`src/rtl/branch_predictor_table.sv`:
```
// Table of saturating up/down direction counters with optional gshare hashing
// and a saturating mispredict counter. One lookup and one update per cycle.
module branch_predictor_table #(
    parameter int unsigned CTR_WIDTH  = 2,
    parameter int unsigned INDEX_BITS = 4,
    parameter int unsigned HIST_BITS  = 0,
    parameter int unsigned RESET_CTR  = 0,
    parameter int unsigned STAT_WIDTH = 16
) (
    input  logic                                       Clk,
    input  logic                                       reset,
    input  logic                                       PredValid,
    input  logic [INDEX_BITS-1:0]                      PredIndex,
    output logic                                       PredOutValid,
    output logic                                       PredTaken,
    output logic                                       PredStrong,
    output logic [((HIST_BITS > 0) ? HIST_BITS : 1)-1:0] PredHistory,
    input  logic                                       UpdValid,
    input  logic [INDEX_BITS-1:0]                      UpdIndex,
    input  logic [((HIST_BITS > 0) ? HIST_BITS : 1)-1:0] UpdHistory,
    input  logic                                       UpdTaken,
    input  logic                                       UpdPredTaken,
    output logic [STAT_WIDTH-1:0]                      MissCount
);

    localparam int unsigned HW    = (HIST_BITS > 0) ? HIST_BITS : 1;
    localparam int unsigned DEPTH = 2 ** INDEX_BITS;

    localparam logic [CTR_WIDTH-1:0] CTR_MAX    = '1;
    localparam logic [CTR_WIDTH-1:0] CTR_RST    = CTR_WIDTH'(RESET_CTR);
    localparam logic                 RST_TAKEN  = CTR_RST[CTR_WIDTH-1];
    localparam logic                 RST_STRONG = (CTR_RST == '0) || (CTR_RST == CTR_MAX);

    logic [CTR_WIDTH-1:0]  ctr_q [DEPTH];
    logic [CTR_WIDTH-1:0]  ctr_d [DEPTH];
    logic [HW-1:0]         ghr_q, ghr_d;
    logic [STAT_WIDTH-1:0] miss_q, miss_d;
    logic                  pred_out_valid_q, pred_out_valid_d;
    logic                  pred_taken_q, pred_taken_d;
    logic                  pred_strong_q, pred_strong_d;
    logic [HW-1:0]         pred_history_q, pred_history_d;

    logic [INDEX_BITS-1:0] ghr_ext, upd_hist_ext;
    logic [INDEX_BITS-1:0] pred_idx, upd_idx;
    logic [CTR_WIDTH-1:0]  upd_cur, upd_nxt, pred_ctr;

    always_comb begin
        ghr_ext      = '0;
        upd_hist_ext = '0;
        if (HIST_BITS > 0) begin
            ghr_ext      = INDEX_BITS'(ghr_q);
            upd_hist_ext = INDEX_BITS'(UpdHistory);
        end
        pred_idx = PredIndex ^ ghr_ext;
        upd_idx  = UpdIndex ^ upd_hist_ext;

        ctr_d   = ctr_q;
        upd_cur = ctr_q[upd_idx];
        upd_nxt = upd_cur;
        if (UpdValid) begin
            if (UpdTaken && (upd_cur != CTR_MAX)) begin
                upd_nxt = upd_cur + 1'b1;
            end else if (!UpdTaken && (upd_cur != '0)) begin
                upd_nxt = upd_cur - 1'b1;
            end
            ctr_d[upd_idx] = upd_nxt;
        end
        // Reading the post-update table gives write-first bypass on index collision.
        pred_ctr = ctr_d[pred_idx];

        ghr_d = ghr_q;
        if ((HIST_BITS > 0) && UpdValid) begin
            ghr_d = HW'({ghr_q, UpdTaken});
        end

        miss_d = miss_q;
        if (UpdValid && (UpdTaken != UpdPredTaken) && (miss_q != '1)) begin
            miss_d = miss_q + 1'b1;
        end

        pred_out_valid_d = PredValid;
        pred_taken_d     = pred_taken_q;
        pred_strong_d    = pred_strong_q;
        pred_history_d   = pred_history_q;
        if (PredValid) begin
            pred_taken_d   = pred_ctr[CTR_WIDTH-1];
            pred_strong_d  = (pred_ctr == '0) || (pred_ctr == CTR_MAX);
            pred_history_d = ghr_q;
        end
    end

    always_ff @(posedge Clk or negedge reset) begin
        if (!reset) begin
            for (int unsigned i = 0; i < DEPTH; i++) begin
                ctr_q[i] <= CTR_RST;
            end
            ghr_q            <= '0;
            miss_q           <= '0;
            pred_out_valid_q <= 1'b0;
            pred_taken_q     <= RST_TAKEN;
            pred_strong_q    <= RST_STRONG;
            pred_history_q   <= '0;
        end else begin
            ctr_q            <= ctr_d;
            ghr_q            <= ghr_d;
            miss_q           <= miss_d;
            pred_out_valid_q <= pred_out_valid_d;
            pred_taken_q     <= pred_taken_d;
            pred_strong_q    <= pred_strong_d;
            pred_history_q   <= pred_history_d;
        end
    end

    assign PredOutValid = pred_out_valid_q;
    assign PredTaken    = pred_taken_q;
    assign PredStrong   = pred_strong_q;
    assign PredHistory  = pred_history_q;
    assign MissCount    = miss_q;

endmodule

```
`config.mk`:
```
export PLATFORM = sky130hd
export DESIGN_NAME = branch_predictor_table
export DESIGN_NICKNAME = d
export VERILOG_FILES = /design/src/rtl/branch_predictor_table.sv
export SDC_FILE = /design/constraint.sdc
export NUM_CORES = 1
export LEC_CHECK = 0
export BUFFER_PORTS_ARGS = -buffer_cell sky130_fd_sc_hd__buf_2
export CORE_ASPECT_RATIO = 0.7
export CORE_MARGIN = 10
export CORE_UTILIZATION = 35
export CTS_BUF_LIST = sky130_fd_sc_hd__clkbuf_4 sky130_fd_sc_hd__clkbuf_8 sky130_fd_sc_hd__clkbuf_16
export DETAILED_ROUTE_END_ITERATION = 12
export PLACE_DENSITY = 0.5
export SYNTH_ARGS = -nofsm -noshare
export SYNTH_HDL_FRONTEND = slang
export SYNTH_SLANG_ARGS = --single-unit
```
`constraint.sdc`:
```
create_clock -name Clk -period 5.1 [get_ports Clk]
set_clock_uncertainty 0.1 [all_clocks]
set_input_delay 0.765 -clock Clk [delete_from_list [all_inputs] [get_ports Clk]]
set_output_delay 0.765 -clock Clk [all_outputs]
set_load 0.05 [all_outputs]
```
=== After elaboration in Yosys (flattened, before gate mapping) ===
Index checks and enable logic that the tools add are counted.

* Add/sub/neg operators: 3
* Multipliers: 0
* Div/mod/pow operators: 0
* Order comparisons: 3
* Equality and inequality tests: 4
* Shift-type cells: 0
* Mux-type cells: 13
* Bitwise operators: 2
* Reduce and logical (&&, ||, !) cells: 9

{| class="wikitable"
|+ Operators with widths
! operator !! count
|-
| $bwmux 32 || 1
|-
| $mux 32 || 1
|-
| $add 16x1->16 const B || 1
|-
| $bmux 2 s4 || 2
|-
| $mux 2 || 8
|-
| $ne 16x16->1 const B || 1
|-
| $ge 5x5->1 const B || 2
|-
| $not 4->5 || 2
|-
| $demux 2 s4 || 1
|-
| $logic_and 1x1->1 || 5
|-
| $lt 5x1->1 const B || 1
|-
| $add 2x1->2 const B || 1
|-
| $eq 2x2->1 const B || 1
|-
| $logic_not 2->1 || 1
|-
| $ne 2x2->1 const B || 1
|-
| $reduce_bool 2->1 || 1
|-
| $sub 2x1->2 const B || 1
|-
| $logic_not 1->1 || 1
|-
| $logic_or 1x1->1 || 1
|-
| $ne 1x1->1 || 1
|}

* Bits in registers: 51
* Bits in latches: 0
* RAM bits: 0
* Memory bits (read-only): 0
* Bits of input ports: 15
* Output and inout port bits: 20
* Word-level logic and storage cells: 54
* Memories kept: 0

=== Logic depth before layout (Yosys ltp) ===
Gate-level depths: netlist (run 1).

* Depth after elaboration: 16
* Mapped depth: 16
* Mapped depth without buffers: 14

=== Least setup slack after synthesis (run 1) ===
No wires, ideal clock.

* Kind: input to register
* From: input UpdIndex[1]
* To: register pred_strong_q, in the netlist PredStrong
* Setup time: 0.093 ns
* Arrival: 3.874 ns
* Required time: 4.907 ns
* Setup slack: 1.032 ns
* Stages: 13
* Buffers on the path: 2
* Cells stage by stage: buf_6 -> buf_2 -> mux4_2 -> mux4_2 -> ha_1 -> mux2i_1 -> nand3_1 -> xnor2_1 -> mux4_2 -> nand2_1 -> a311oi_1 -> mux2i_1 -> mux2i_1

{| class="wikitable"
|+ RTL lines
! element !! line !! text
|-
| from (decl) || 19 || <nowiki>input logic [INDEX_BITS-1:0] UpdIndex,</nowiki>
|-
| to (signal assigned) || 109 || <nowiki>pred_strong_q <= pred_strong_d;</nowiki>
|-
| to (decl) || 40 || <nowiki>logic pred_strong_q, pred_strong_d;</nowiki>
|}

==> metrics.md, run 1 <==
| Metric | Value |
|---|---|
| ANT nets after route | 0 |
| Switching part of the total power | 0.414 |
| P_sw | 0.741 mW |
| CP endpoint kind | register |
| Diodes inserted | 0 |
| Post-DP HPWL | 5940 um |
| TritonCTS Sinks | 51 |
| Part of the power in registers | 0.381 |
| Seq cells post-synth | 51 |
| Number of max-cap violations | 0 |
| Max rail drop VDD | 0.000283 V |
| Area Growth Syn to Fin | 13.5% |
| Mapped Nets | 328 |
| Top cell type's share of synthesized area | 0.411 |
| Routability-driven placement congestion ratio | 0.794 |
| Die height | 98.0 um |
| Worst path slowest cell | mux4_2 |
| RSZ-0062 raised after global routing | no |
| Drt drc | 0 |
| Post-synthesis sequential area ratio | 0.420 |
| Crit path cell chain | buf_2 > mux4_2 > mux4_2 > inv_1 > ha_1 > nor3b_1 > o41a_1 > o41a_1 > a31oi_1 > o21ai_0 > o32a_1 > mux2i_1 |
| CP arrival | 4.52 ns |
| Fin. Hold Viols | 0 |
| Leakage power | 1.49 nW |
| Post-Synthesis Cell Area | 3040 sq um |
| DRT Pass-1 Iters | 4 |
| Most frequent cells in the layout | dfrtp_1 (50), nor2_1 (39), buf_2 (32) |
| Most common cell after layout, fill and taps aside | dfrtp_1 |
| Setup bufs post-CTS | 0 |
| Placed Area | 3310 sq um |
| Post-CTS Resized | 0 |
| I/O pins | 35 |
| GRT overflow | 0 |
| TritonCTS Buffers | 5 |
| Detailed-route vias per instance | 5.19 |
| Fin area | 3450 sq um |
| Largest net degree at the start of global routing | 52 |
| Worst Tran Pin Value | 0.675 ns |
| Slowest Stage Delay on Critical Path | 0.60 ns |
| Post-synth EDFFs | 0 |
| Status | complete, no violations |
| Slew HR | 0.549 |
| WL final | 7830 um |
| Routed vias | 2381 |
| Crit start category | primary input |
| Final core occ | 0.407 |
| Clk root buf | clkbuf_16 |
| Final setup TNS | 0 ns |
| Overall power | 1.79 mW |
| HP Class | reg2reg |
| Final Max Tran Viols | 0 |
| Highest Clock Rate | 227 MHz |
| Clock group share of total power | 0.190 |
| Logic pwr share | 0.429 |
| Worst setup path class | in2reg |
| Port Buffers | 32 |
| CP bufs+invs | 2 |
| Clk slew on worst S/H paths | 0.07 ns |
| CTS tree | built |
| Pint | 1.05 mW |
| Avg Cell Area, Syn | 9.82 sq um |
| Asr flop ratio synth | 1.00 |
| Setup-failing EPs final | 0 |
| H-Tree Depth | 2 |
| Num rows | 28 |
| Tcrit/Tclk final | 0.862 |
| Crit Path Max Fanout | 20 |
| Synth area leaders | dfrtp_1 (41%), mux4_2 (5.9%), xnor2_1 (4.9%) |
| Hold_buf cts | 0 |
| Family with the most delay on the worst path | compound AO/OA/AOI/OAI gates |
| Initial antenna violation count | 0 |
| Routed len/inst | 17.1 um |
| Crit path required time | 5.22 ns |
| Unique masters post-synth | 57 |
| Synth Warn # | 0 |
| Starting density of the core | 0.359 |
| Vias in the first global route | 2306 |
| # fillers | 869 |
| Final Critical Period | 4.40 ns |
| First-pass GRT wire length | 12900 um |
| GR Util All Layers | 0.122 |
| Die Span X | 131 um |
| PD cells | 518 nW/um^2 |
| Main flop type after synthesis | dfrtp_1 |
| Share of cells above drive strength 1 | 0.192 |
| Longest Clk Path Bufs | 2 |
| Clk_lat worst skew | 0.29 ns |
| Initial DRC Count | 165 |
| Cell count after synthesis | 310 |
| Nets | 356 |
| Die area | 12900 sq um |
| Core footprint | 8480 sq um |
| Area leader, netlist | dfrtp_1 |
-- power groups by stage --
stage / clock network [mW] / logic (mW) / registers, mW
CTS: 0.349 / 0.768 / 0.681
floorplan: 0 / 0.473 / 0.764
detailed placement: 0 / 0.763 / 0.687
finish: 0.340 / 0.768 / 0.681
global placement: 0 / 0.760 / 0.687
global route: 0.365 / 0.840 / 0.704
-- through the flow --
stage | hold slack [ns] | worst slack (ns) | instances
after global placement | 0.366 | 0.438 | 451
final | 0.377 | 0.701 | 459
after global routing | 0.413 | 0.410 | 459
after detailed placement | 0.369 | 0.416 | 451
after CTS | 0.384 | 0.690 | 459
after floorplan | 0.346 | 1.03 | 310
-- logic make-up after synthesis --
family          count (synthesis)  share of synthesized area
compound gates                 60                      0.138
xor+xnor                       32                     0.0921
fa+ha+maj                       3                     0.0123
buf+inv                        23                     0.0358
flops                          51                      0.420
mux                            25                      0.116
other cells                     1                    0.00123
simple gates                  115                      0.185
-- per-layer routing --
| metal | wire (um) | global-route usage | vias to the layer above | share of wire |
|---|---|---|---|---|
| met1 | 4200 | 0.191 | 1161 | 0.54 |
| li1 | - | - | 1172 | - |
| met2 | 3180 | 0.165 | 43 | 0.41 |
| met3 | 398 | 0.0235 | 5 | 0.051 |
| met4 | 55 | 0.0256 | 0 | 0.0070 |
| met5 | 0 | 0 | - | 0 |
-- path summary, 6_finish.rpt --
| check | startpoint | to | slack (ns) | cells past startpoint |
|---|---|---|---|---|
| setup / recovery | UpdIndex[1] | PredStrong$_DFFE_PN1P_ | 0.70 | 12 |
| hold / removal | MissCount[14]$_DFFE_PN0P_ | MissCount[14]$_DFFE_PN0P_ | 0.38 | 1 |
| setup reg to reg | ctr_q[20]$_DFF_PN0_ | PredStrong$_DFFE_PN1P_ | 1.33 | 11 |
| hold reg to reg | MissCount[14]$_DFFE_PN0P_ | MissCount[14]$_DFFE_PN0P_ | 0.38 | 1 |
| max in group asynchronous | reset | ctr_q[18]$_DFF_PN0_ | 3.97 | 2 |
| min in group asynchronous | reset | MissCount[8]$_DFFE_PN0P_ | 0.49 | 2 |
-- flip-flops by register name, summed over array words and instances, names as in the netlist --
signal and count:
ctr_q 32, PredTaken 1, MissCount 16, PredStrong 1, PredOutValid 1
-- cells in the mapped netlist, types with 4 or more instances --
library cell,number
mux2i_1,14
inv_1,8
a31oi_1,7
nor3_1,11
nand3_1,15
nand2b_1,5
dfrtp_1,50
mux4_2,8
o21ai_0,9
nor2b_1,6
xor2_1,15
and4_1,4
a21oi_1,18
clkbuf_1,8
xnor2_1,17
nor2_1,39
nand2_1,19
-- layout make-up --
class                   count  area (sq um)  share of cell area
multi-input cells         236          1660               0.480
flip-flops and latches     51          1280               0.370
repair buffers             36           190              0.0551
well taps                 120           150              0.0435
clock buffers               5           125              0.0362
inverters                   8          30.0             0.00869
clock inverters             3          23.8             0.00688
No activity file was read; power rests on OpenSTA's default activity.
==> run 2: changes to the inputs <==
Settings changed: MAX_ROUTING_LAYER set to met4, REMOVE_ABC_BUFFERS set to 1.
==> metrics.md, run 2 (synthesized netlist as in run 1, its figures left out) <==
| Metric | Value |
|---|---|
| Status | complete, no violations |
| Max FFs per register | 32 |
| CP arrival | 4.39 ns |
| Register-to-Register Setup Slack | 1.28 ns |
| GRT overflow | 0 |
| Hold_buf cts | 0 |
| Post-DP HPWL | 5980 um |
| Worst r2r src | ctr_q[8]$_DFF_PN0_ |
| Largest net degree at the start of global routing | 52 |
| Crit path cell chain | buf_2 > buf_4 > mux2i_1 > mux4_2 > o21a_1 > ha_1 > nor3b_1 > o41a_1 > o41a_1 > a21oi_1 > a211oi_1 > o32a_1 > mux2i_1 |
| Routed len/inst | 17.7 um |
| Final Max Tran Viols | 0 |
| Routability-driven placement congestion ratio | 0.860 |
| Initial antenna violation count | 0 |
| CP bufs+invs | 2 |
| Drt drc | 0 |
| WL final | 8160 um |
| Crit Path Max Fanout | 11 |
| Most frequent cells in the layout | dfrtp_1 (50), nor2_1 (39), buf_2 (32) |
| Setup bufs post-CTS | 0 |
| Crit path required time | 5.22 ns |
| Clk root buf | clkbuf_16 |
| Core footprint | 8480 sq um |
| Max rail drop VDD | 0.000189 V |
| Fin. Hold Viols | 0 |
| Leakage power | 1.51 nW |
| Most flops, register | ctr_q |
| Area Growth Syn to Fin | 14.1% |
| # fillers | 848 |
| Initial DRC Count | 224 |
| H-Tree Depth | 2 |
| Die area | 12900 sq um |
| Overall power | 1.79 mW |
| Most common cell after layout, fill and taps aside | dfrtp_1 |
| TritonCTS Sinks | 51 |
| Die Span X | 131 um |
| Num rows | 28 |
| Setup-failing EPs final | 0 |
| CTS tree | built |
| Post-CTS Resized | 0 |
| Clk_lat worst skew | 0.29 ns |
| Longest Clk Path Bufs | 2 |
| CP endpoint kind | register |
| Port Buffers | 32 |
| GR Util All Layers | 0.134 |
| Worst path slowest cell | mux4_2 |
| TritonCTS Buffers | 5 |
| Clk slew on worst S/H paths | 0.06 ns |
| R2R depth | 11 |
| Hold depth | 1 |
| Final Critical Period | 4.27 ns |
| ANT nets after route | 0 |
| Final setup TNS | 0 ns |
| Setup WS pre-CTS | 0.538 ns |
| Family with the most delay on the worst path | compound AO/OA/AOI/OAI gates |
| DRT Pass-1 Iters | 4 |
| Diodes inserted | 0 |
| I/O pins | 35 |
| Crit. Startpoint | UpdIndex[1] |
| Tcrit/Tclk final | 0.838 |
| Slowest Stage Delay on Critical Path | 0.52 ns |
| Critical hold path startpoint | MissCount[11]$_DFFE_PN0P_ |
| RSZ-0062 raised after global routing | no |
| Slew HR | 0.557 |
| Number of max-cap violations | 0 |
| Routed vias | 2444 |
| First-pass GRT wire length | 13600 um |
| Share of cells above drive strength 1 | 0.194 |
| Starting density of the core | 0.359 |
| HP Class | reg2reg |
| PD cells | 516 nW/um^2 |
| Worst R2R End | PredStrong$_DFFE_PN1P_ |
| Final WS setup | 0.827 ns |
| Worst Tran Pin Value | 0.665 ns |
| Die height | 98.0 um |
| Highest Clock Rate | 234 MHz |
| Detailed-route vias per instance | 5.31 |
| Nets | 357 |
| Crit start category | primary input |
| Worst setup path class | in2reg |
| Vias in the first global route | 2434 |
| Worst Hold End | MissCount[11]$_DFFE_PN0P_ |
[run 2: layer usage]
layer  share of wire  wire, um  vias up  track usage
met5               0         0        -            -
met4           0.011        93        0       0.0384
met3           0.055       448        8       0.0302
met2            0.41      3340       66        0.181
met1            0.52      4280     1197        0.192
li1                -         -     1173            -
[run 2: area by class of cell]
cell class / instances / area [sq um] / share of cell area
clock buffers: 8 / 160 / 0.0461
inverters: 8 / 30.0 / 0.00865
multi-input cells: 236 / 1660 / 0.477
flip-flops and latches: 51 / 1280 / 0.368
well taps: 120 / 150 / 0.0432
repair buffers: 37 / 198 / 0.0569
[run 2: stage by stage]
| step | utilization | hold slack (ns) | cell area, sq um | std cells |
|---|---|---|---|---|
| final | 0.410 | 0.383 | 3470 | 460 |
| after global routing | 0.410 | 0.401 | 3470 | 460 |
| after CTS | 0.410 | 0.389 | 3470 | 460 |
| after detailed placement | 0.391 | 0.376 | 3310 | 452 |
| after global placement | 0.391 | 0.368 | 3310 | 452 |
| after floorplan | - | 0.346 | 2970 | 295 |
[run 2: how the worst max path moves through the flow]
| stage | endpoint | slack, ns | cells after the start |
|---|---|---|---|
| floorplan | PredStrong$_DFFE_PN1P_ | 1.16 | 11 |
| global placement | PredStrong$_DFFE_PN1P_ | 0.56 | 13 |
| detailed placement | PredStrong$_DFFE_PN1P_ | 0.54 | 13 |
| CTS | PredStrong$_DFFE_PN1P_ | 0.85 | 13 |
| global route | PredStrong$_DFFE_PN1P_ | 0.65 | 13 |
| finish | PredStrong$_DFFE_PN1P_ | 0.83 | 13 |
[run 2: power breakdown]
group | leakage (nW) | switching, mW | internal [mW] | total, mW
clock network | 0.0806 | 0.143 | 0.214 | 0.357
logic | 0.815 | 0.453 | 0.301 | 0.754
registers | 0.615 | 0.118 | 0.564 | 0.681
[run 2: worst register-to-register path, delay by kind of cell, from the launching register on]
family          cells  cell delay (ns)
fa+ha+maj           1             0.24
buf+inv             1             0.07
mux                 3             1.23
compound gates      5             1.39
flops               1             0.40
simple gates        1             0.32
